[src/rtl/alu_multibyte_seq.sv]
// alu_multibyte_seq: runs NBYTES-wide ALU operations on a shared 8-bit Alu.
// Each RUN cycle processes one byte, starting with the least significant byte.
// The carry/borrow is chained through alu_cin/alu_cout.
// The word result, the final carry and a whole-word zero flag are accumulated
// and presented with a one-cycle done pulse.
// Function codes: ADD=0 ADDC=1 SUB=2 SUBC=3 AND=4 OR=5 XOR=6 MASK=7.
module alu_multibyte_seq #(
  parameter int unsigned NBYTES = 4
) (
  input  logic                  clk,
  input  logic                  rst,
  input  logic                  start,
  input  logic [2:0]            op,
  input  logic                  cin,
  input  logic [8*NBYTES-1:0]   a,
  input  logic [8*NBYTES-1:0]   b,
  output logic                  ready,
  output logic                  busy,
  output logic                  done,
  output logic [8*NBYTES-1:0]   result,
  output logic                  cout,
  output logic                  zero,
  output logic [7:0]            alu_in1,
  output logic [7:0]            alu_in2,
  output logic                  alu_cin,
  output logic [2:0]            alu_op,
  input  logic [7:0]            alu_out,
  input  logic                  alu_cout,
  input  logic                  alu_z
);

  localparam int unsigned W    = 8 * NBYTES;
  localparam int unsigned IDXW = (NBYTES > 1) ? $clog2(NBYTES) : 1;

  localparam logic [2:0] ADD_FN  = 3'd0;
  localparam logic [2:0] ADDC_FN = 3'd1;
  localparam logic [2:0] SUB_FN  = 3'd2;
  localparam logic [2:0] SUBC_FN = 3'd3;

  typedef enum logic [1:0] {IDLE, RUN, DONE} state_t;

  state_t          state_q, state_d;
  logic [IDXW-1:0] idx_q, idx_d;
  logic [W-1:0]    a_q, a_d;
  logic [W-1:0]    b_q, b_d;
  logic [2:0]      op_q, op_d;
  logic            carry_q, carry_d;
  logic            zacc_q, zacc_d;
  logic [W-1:0]    result_q, result_d;
  logic            cout_q, cout_d;
  logic            zero_q, zero_d;
  logic            ready_q, ready_d;
  logic            busy_q, busy_d;
  logic            done_q, done_d;

  logic            op_is_arith;

  assign op_is_arith = (op_q == ADD_FN) || (op_q == ADDC_FN) ||
                       (op_q == SUB_FN) || (op_q == SUBC_FN);

  assign ready  = ready_q;
  assign busy   = busy_q;
  assign done   = done_q;
  assign result = result_q;
  assign cout   = cout_q;
  assign zero   = zero_q;

  // Alu drive: the current byte in RUN, a quiet ADD of zeros otherwise
  always_comb begin
    alu_in1 = '0;
    alu_in2 = '0;
    alu_cin = 1'b0;
    alu_op  = ADD_FN;
    if (state_q == RUN) begin
      alu_in1 = a_q[8*idx_q +: 8];
      alu_in2 = b_q[8*idx_q +: 8];
      alu_cin = carry_q;
      // Arithmetic always uses the carry-in form; byte 0 of plain ADD/SUB
      // starts with carry_q cleared, so every byte follows the same chain.
      case (op_q)
        ADD_FN, ADDC_FN: alu_op = ADDC_FN;
        SUB_FN, SUBC_FN: alu_op = SUBC_FN;
        default:         alu_op = op_q;
      endcase
    end
  end

  // Next-state and datapath capture for the IDLE -> RUN -> DONE sequence
  always_comb begin
    state_d  = state_q;
    idx_d    = idx_q;
    a_d      = a_q;
    b_d      = b_q;
    op_d     = op_q;
    carry_d  = carry_q;
    zacc_d   = zacc_q;
    result_d = result_q;
    cout_d   = cout_q;
    zero_d   = zero_q;
    done_d   = 1'b0;
    case (state_q)
      IDLE: begin
        if (start) begin
          a_d     = a;
          b_d     = b;
          op_d    = op;
          carry_d = ((op == ADDC_FN) || (op == SUBC_FN)) ? cin : 1'b0;
          zacc_d  = 1'b1;
          idx_d   = '0;
          state_d = RUN;
        end
      end
      RUN: begin
        result_d[8*idx_q +: 8] = alu_out;
        carry_d = op_is_arith ? alu_cout : 1'b0;
        zacc_d  = zacc_q & alu_z;
        if (idx_q == IDXW'(NBYTES - 1)) begin
          state_d = DONE;
          done_d  = 1'b1;
          cout_d  = carry_d;
          zero_d  = zacc_d;
        end else begin
          idx_d = idx_q + 1'b1;
        end
      end
      DONE: begin
        state_d = IDLE;
      end
      default: begin
        state_d = IDLE;
      end
    endcase
    ready_d = (state_d == IDLE);
    busy_d  = (state_d == RUN);
  end

  // State register with synchronous active-high reset
  always_ff @(posedge clk) begin
    if (rst) begin
      state_q  <= IDLE;
      idx_q    <= '0;
      a_q      <= '0;
      b_q      <= '0;
      op_q     <= '0;
      carry_q  <= 1'b0;
      zacc_q   <= 1'b0;
      result_q <= '0;
      cout_q   <= 1'b0;
      zero_q   <= 1'b0;
      ready_q  <= 1'b1;
      busy_q   <= 1'b0;
      done_q   <= 1'b0;
    end else begin
      state_q  <= state_d;
      idx_q    <= idx_d;
      a_q      <= a_d;
      b_q      <= b_d;
      op_q     <= op_d;
      carry_q  <= carry_d;
      zacc_q   <= zacc_d;
      result_q <= result_d;
      cout_q   <= cout_d;
      zero_q   <= zero_d;
      ready_q  <= ready_d;
      busy_q   <= busy_d;
      done_q   <= done_d;
    end
  end

endmodule

[config.mk]
export PLATFORM = sky130hd
export DESIGN_NAME = alu_multibyte_seq
export DESIGN_NICKNAME = d
export VERILOG_FILES = /design/src/rtl/alu_multibyte_seq.sv
export SDC_FILE = /design/constraint.sdc
export NUM_CORES = 1
export LEC_CHECK = 0
export ABC_AREA = 1
export BUFFER_PORTS_ARGS = -buffer_cell sky130_fd_sc_hd__buf_2
export CORE_MARGIN = 2
export CORE_UTILIZATION = 45
export DETAILED_ROUTE_END_ITERATION = 6
export PLACE_DENSITY = 0.68
export SYNTH_ARGS = -nofsm -noshare
export SYNTH_HDL_FRONTEND = slang
export SYNTH_SLANG_ARGS = --single-unit
export TNS_END_PERCENT = 50
[constraint.sdc]
create_clock -name clk -period 2.16 [get_ports clk]
set_input_delay 0.108 -clock clk [delete_from_list [all_inputs] [get_ports clk]]
set_output_delay 0.108 -clock clk [all_outputs]
set_load 0.02 [all_outputs]
* Word level (Yosys, flattened, before mapping)
Cells that the tools add are included. W data, S select, Z words.
Word-level totals: register bits 110, output and inout port bits 57, logic and storage cells 65
Operators by class: add/sub/neg operators 2, equality and inequality tests 10, shift-type cells 4, multiplexer cells 19, bitwise logic cells 2, reduce and logical (&&, ||, !) cells 15
Operators by type and width (number):
- $shiftx A32 B6 Y8 | 2
- $neg A5 Y34 | 1
- $shift A8 B34 Y32 const A | 1
- $shiftx A8 B34 Y32 | 1
- $bwmux W32 | 1
- $mux W8 | 2
- $eq A3 B2 Y1 const B | 3
- $mux W2 | 4
- $pmux W2 S2 | 2
- $eq A3 B1 Y1 const B | 2
- $mux W1 | 6
- $pmux W3 S2 | 1
- $reduce_and A2 Y1 | 3
- $reduce_or A2 Y1 | 3
- $eq A2 B1 Y1 const B | 2
- $logic_not A2 Y1 | 2
- $logic_or A1 B1 Y1 | 4
- $ne A2 B2 Y1 const B | 2
- $pmux W1 S2 | 2
- $logic_not A3 Y1 | 1
- $mux W3 | 1
- $reduce_and A3 Y1 | 1
- $add A2 B1 Y2 const B | 1
- $eq A2 B2 Y1 const B | 1
- 3 further kinds | 3

* Longest topological paths before layout
depth after elaboration 6, depth in mapped cells 9

* Least setup slack after synthesis
No wires, ideal clock.
path kind reg-to-reg, start point reg idx_q[1], end point reg result_q[27] (netlist: result[27]), arrival 1598 ps, setup slack 491 ps, stages on the path, launching flop included 10, path buffers 2, period minus slack after synthesis 1669 ps, cell sequence dfxtp_1 buf_2 inv_2 buf_2 ha_1 inv_1 nand2_1 nor2_4 nand2_1 a21oi_1
On the way: longest elaborated chain between the ends 3
Ends and longest elaborated chain:
- from (decl) | RTL line 43 | logic [IDXW-1:0] idx_q, idx_d;
- from (signal assigned) | RTL line 155 | idx_q <= idx_d;
- $neg A5 Y34 (*) | RTL line 114 | result_d[8*idx_q +: 8] = alu_out;
- $shiftx A8 B34 Y32 / $shift A8 B34 Y32 (equally long branches) | RTL line 114
- $bwmux W32 (*) | RTL line 114
- to (signal assigned) | RTL line 161 | result_q <= result_d;
- to (decl) | RTL line 49 | logic [W-1:0] result_q, result_d;
Mark *: on every way between the ends. The rest lies on a longest branch, timed or not. A chain may end at the register's enable or synchronous reset.

* Worst setup path after layout
start point reg idx_q[0], end point out alu_in2[1]
On the way: longest elaborated chain between the ends 2
Ends and longest elaborated chain:
- $shiftx A32 B6 Y8 | RTL line 76 | alu_in2 = b_q[8*idx_q +: 8];
- $mux W8 | RTL line 74 | if (state_q == RUN) begin
- to (decl) | RTL line 24 | output logic [7:0] alu_in2,
No other way between the ends.

==> summary.txt <==
CTS
  • Post_cts resized: 0
  • Number of buffers between clock root and the deepest sink: 2
  • Clock network latency to the later pin of the worst-skew pair: about 0.36 ns
  • Clk root buf: clkbuf_8
  • Total setup buffers inserted after CTS: 0
  • Total number of clock tree sinks: 110
  • Clock transition at the registers of the reported paths: ~0.090 ns
  • H-tree depth reported by CTS: 3
  • Cts bufs inserted: 9
  • Clock tree from TritonCTS: built

Place
  • Routability Congestion: approximately 0.84
  • Port-buffer cells: about 140
  • Half-perimeter wire length after placement: 8200 µm
  • Area after DPL: between 5000 and 6000 µm²
  • Post-placement worst setup slack: roughly 0.44 ns

GRT
  • Met1 capacity usage during global routing: 0.2769
  • Antenna violations before repair: 0
  • Vias in the first global route: about 4,400
  • Met3 Usage GRT: 0.03433
  • Maximum number of pins on one net before global-route repair: just over 80
  • Tot GR Track Use: 0.2170
  • Routing layer with the top usage in global route: met2
  • Gr ovfl total: 0
  • Met2 track demand over resource: 0.3759
  • Global-route wire length before repair: 19,940 µm

Yosys
  • Average cell area after synthesis: between 7 and 8 µm²
  • Largest cells by area after synthesis: dfxtp_1 (47%), nor2_1 (19%), o21ai_0 (12%)
  • Proportion of synthesized chip area in sequential cells: 0.4654
  • Mapped cell area: approximately 4700 µm²
  • Syn Nets: around 750
  • Proportion of register bits with asynchronous set or reset after synthesis: 0
  • Area leader, netlist: dfxtp_1
  • Yosys Warn Count: 0
  • Leading cell types by count after synthesis: nor2_1 (234), o21ai_0 (113), dfxtp_1 (110)
  • Yosys reg bits: 110
  • Synth cell types: 23
  • Leading cell type by number of instances after synthesis: nor2_1
  • Area share of the largest cell type after synthesis: 0.4654
  • Count of flip-flops with a built-in enable after synthesis: 0
  • Ys flop type: dfxtp_1
  • Syn Inst Count: ~660

Cells and area
  • Nets: ~890
  • Filler cells: a little over 1,000
  • Design Area, Final: slightly below 6000 µm²
  • Flip-flop and latch area: 2202 µm²
  • Growth of design area from synthesis to finish: 23.40%
  • Share of post-route cells with drive strength above 1: 0.2225
  • Multi-input combinational cell area: approximately 2200 µm²

Hold path
  • Classification of the worst-slack hold path: input port to register
  • Hold Path Stages: 3
  • Worst Hold Launch: b[30]
  • Worst hold endpoint: b_q[30]

STA
  • Post-layout worst setup margin: roughly 0.23 ns
  • Final worst path period share: 0.8947
  • Max transition margin: 0.2680
  • Final setup violation count: 0
  • Slew @ Worst Pin: around 1.1 ns
  • Fin. Hold Viols: 0
  • Shortest period the worst path allows: about 1.9 ns
  • Timing-limited maximum frequency: between 0.5 and 0.6 GHz
  • Fin Clk Skew: ~0.0045 ns
  • Unrepaired setup endpoints after global routing: false
  • Final Slew Violations: 0
  • Aggregate negative setup slack: 0 ns

Drt
  • Drt via density: between 4 and 5
  • Via Count: approximately 4,600
  • Number of remaining DRC errors: 0
  • Post-route ant nets: 0
  • Length of the first detailed-routing pass in iterations: 4
  • Aggregate routed wire length: roughly 12,000 µm
  • Detailed Route Iter0 Violations: 190
  • Average wire length per cell after detail routing: 12.74 µm

Worst setup path
  • Arrival time worst endpoint: around 1.8 ns
  • Startpoint of the worst-slack reg-to-reg timing path: state_q[0]
  • Worst-case reg-to-reg path depth: 5
  • Path type of the worst setup path: register to output pin
  • Category of the worst setup path capture point: output pin
  • Data required time of the critical path: just over 2 ns
  • Setup slack, reg-to-reg: around 0.43 ns
  • Critical path peak fanout: 38
  • Element type at the critical path start: register
  • Reg2Reg Capture Point: b_q[14]

Floorplan
  • Core Footprint: around 10,000 µm²
  • Floorplan die width: 106.5 µm
  • Cell row count: 37
  • Die Footprint: 11,350 µm²
  • Chip height: about 110 µm
  • Starting utilization of the core area: 0.4604
  • Number of top-level design ports: ~140

Flow run
  • Max-cap viol count: 0

Run status
  • Result of the run: complete, no violations

Power
  • Static leakage: ~2.6 nW
  • Total power per unit cell area: ~690 nW/µm²
  • Largest vdd supply drop: 0.3060 mV
  • Final Power: 4.013 mW
==> cell usage in the layout (no fill, tap or decap), types with 2 or more instances in the layout <==
master	count
a21oi_1	47
buf_2	137
buf_4	9
clkbuf_8	11
clkinvlp_4	2
dfxtp_1	110
dlygate4sd3_1	24
ha_1	6
inv_1	15
inv_2	5
nand2_1	68
nand2_4	2
nand3_1	3
nand3_2	3
nor2_1	234
nor2_4	4
nor3_1	5
nor3_2	5
o21ai_0	113
==> routing by layer <==
layer | up-vias | wire length, µm
met1 | 2091 | 5682
met5 | - | 0
met2 | 114 | 5652
li1 | 2402 | -
met3 | 11 | 556
met4 | 0 | 158
==> worst max-delay path by stage <==
stage / slack [ns] / cells after the start / start / to
2_1_floorplan: 0.49 / 9 / idx_q[1] / result[27]
3_3_place_gp: 0.48 / 6 / idx_q[0] / result[12]
3_5_place_dp: 0.44 / 5 / state_q[0] / b_q[14]
4_1_cts: 0.21 / 6 / idx_q[0] / alu_in2[1]
5_1_grt: 0.07 / 6 / idx_q[0] / alu_in2[7]
6_report: 0.23 / 6 / idx_q[0] / alu_in2[1]
==> flip-flops by register name, indices dropped and copies added, names as in the netlist <==
signal and count:
busy 1, idx_q 2, done 1, state_q 2
zero 1, carry_q 1, b_q 32, result 32
a_q 32, ready 1, cout 1, zacc_q 1
op_q 3
==> what timing repair did <==
action                                  4_1_cts  5_1_grt
endpoints found under the setup margin        0        0
endpoints found under the hold margin        24        0
hold buffers                                 24        0
==> cell type report <==
type                       count  area share
antenna                        1   0.0004285
clock buffer                  12     0.02657
clock inverter                 3    0.003428
inverter                      21     0.01350
multi-input combinational    493      0.3797
sequential                   110      0.3771
tap                          136     0.02914
timing repair buffer         170      0.1701
==> per-stage QoR <==
stage / utilization / cells / hold slack, ns
finish: 0.5682 / 946 / 0.005743
detailed placement: 0.5275 / 906 / 0.3649
global placement: 0.5275 / 906 / 0.3595
floorplan: - / 664 / 0.2527
global route: 0.5679 / 945 / 0.007855
CTS: 0.5679 / 945 / 0.0009048
==> cell families after synthesis <==
| logic type | after synthesis | share of synthesized area |
|---|---|---|
| AOI/OAI and AO/OA | 160 | 0.1692 |
| adders and majority gates | 6 | 0.01586 |
| buffers and inverters | 61 | 0.06610 |
| DFF | 110 | 0.4654 |
| and+or+nand+nor | 327 | 0.2834 |
==> power breakdown <==
group / total (mW) / leakage [nW] / internal, mW / switching (mW)
combinational: 0.674 / 1.61 / 0.258 / 0.415
clock: 1.13 / 0.0845 / 0.476 / 0.654
sequential: 2.21 / 0.905 / 2.15 / 0.0598
total: 4.01 / 2.60 / 2.88 / 1.13
==> worst max-delay path, stage by stage, from the launching register on <==
cell and delay (ns):
dfxtp_1 0.35, buf_4 0.39, nor2_1 0.09, nor2_1 0.09, o21ai_0 0.12, a21oi_1 0.22, buf_2 0.20
Power figures use the tool's default switching activity.
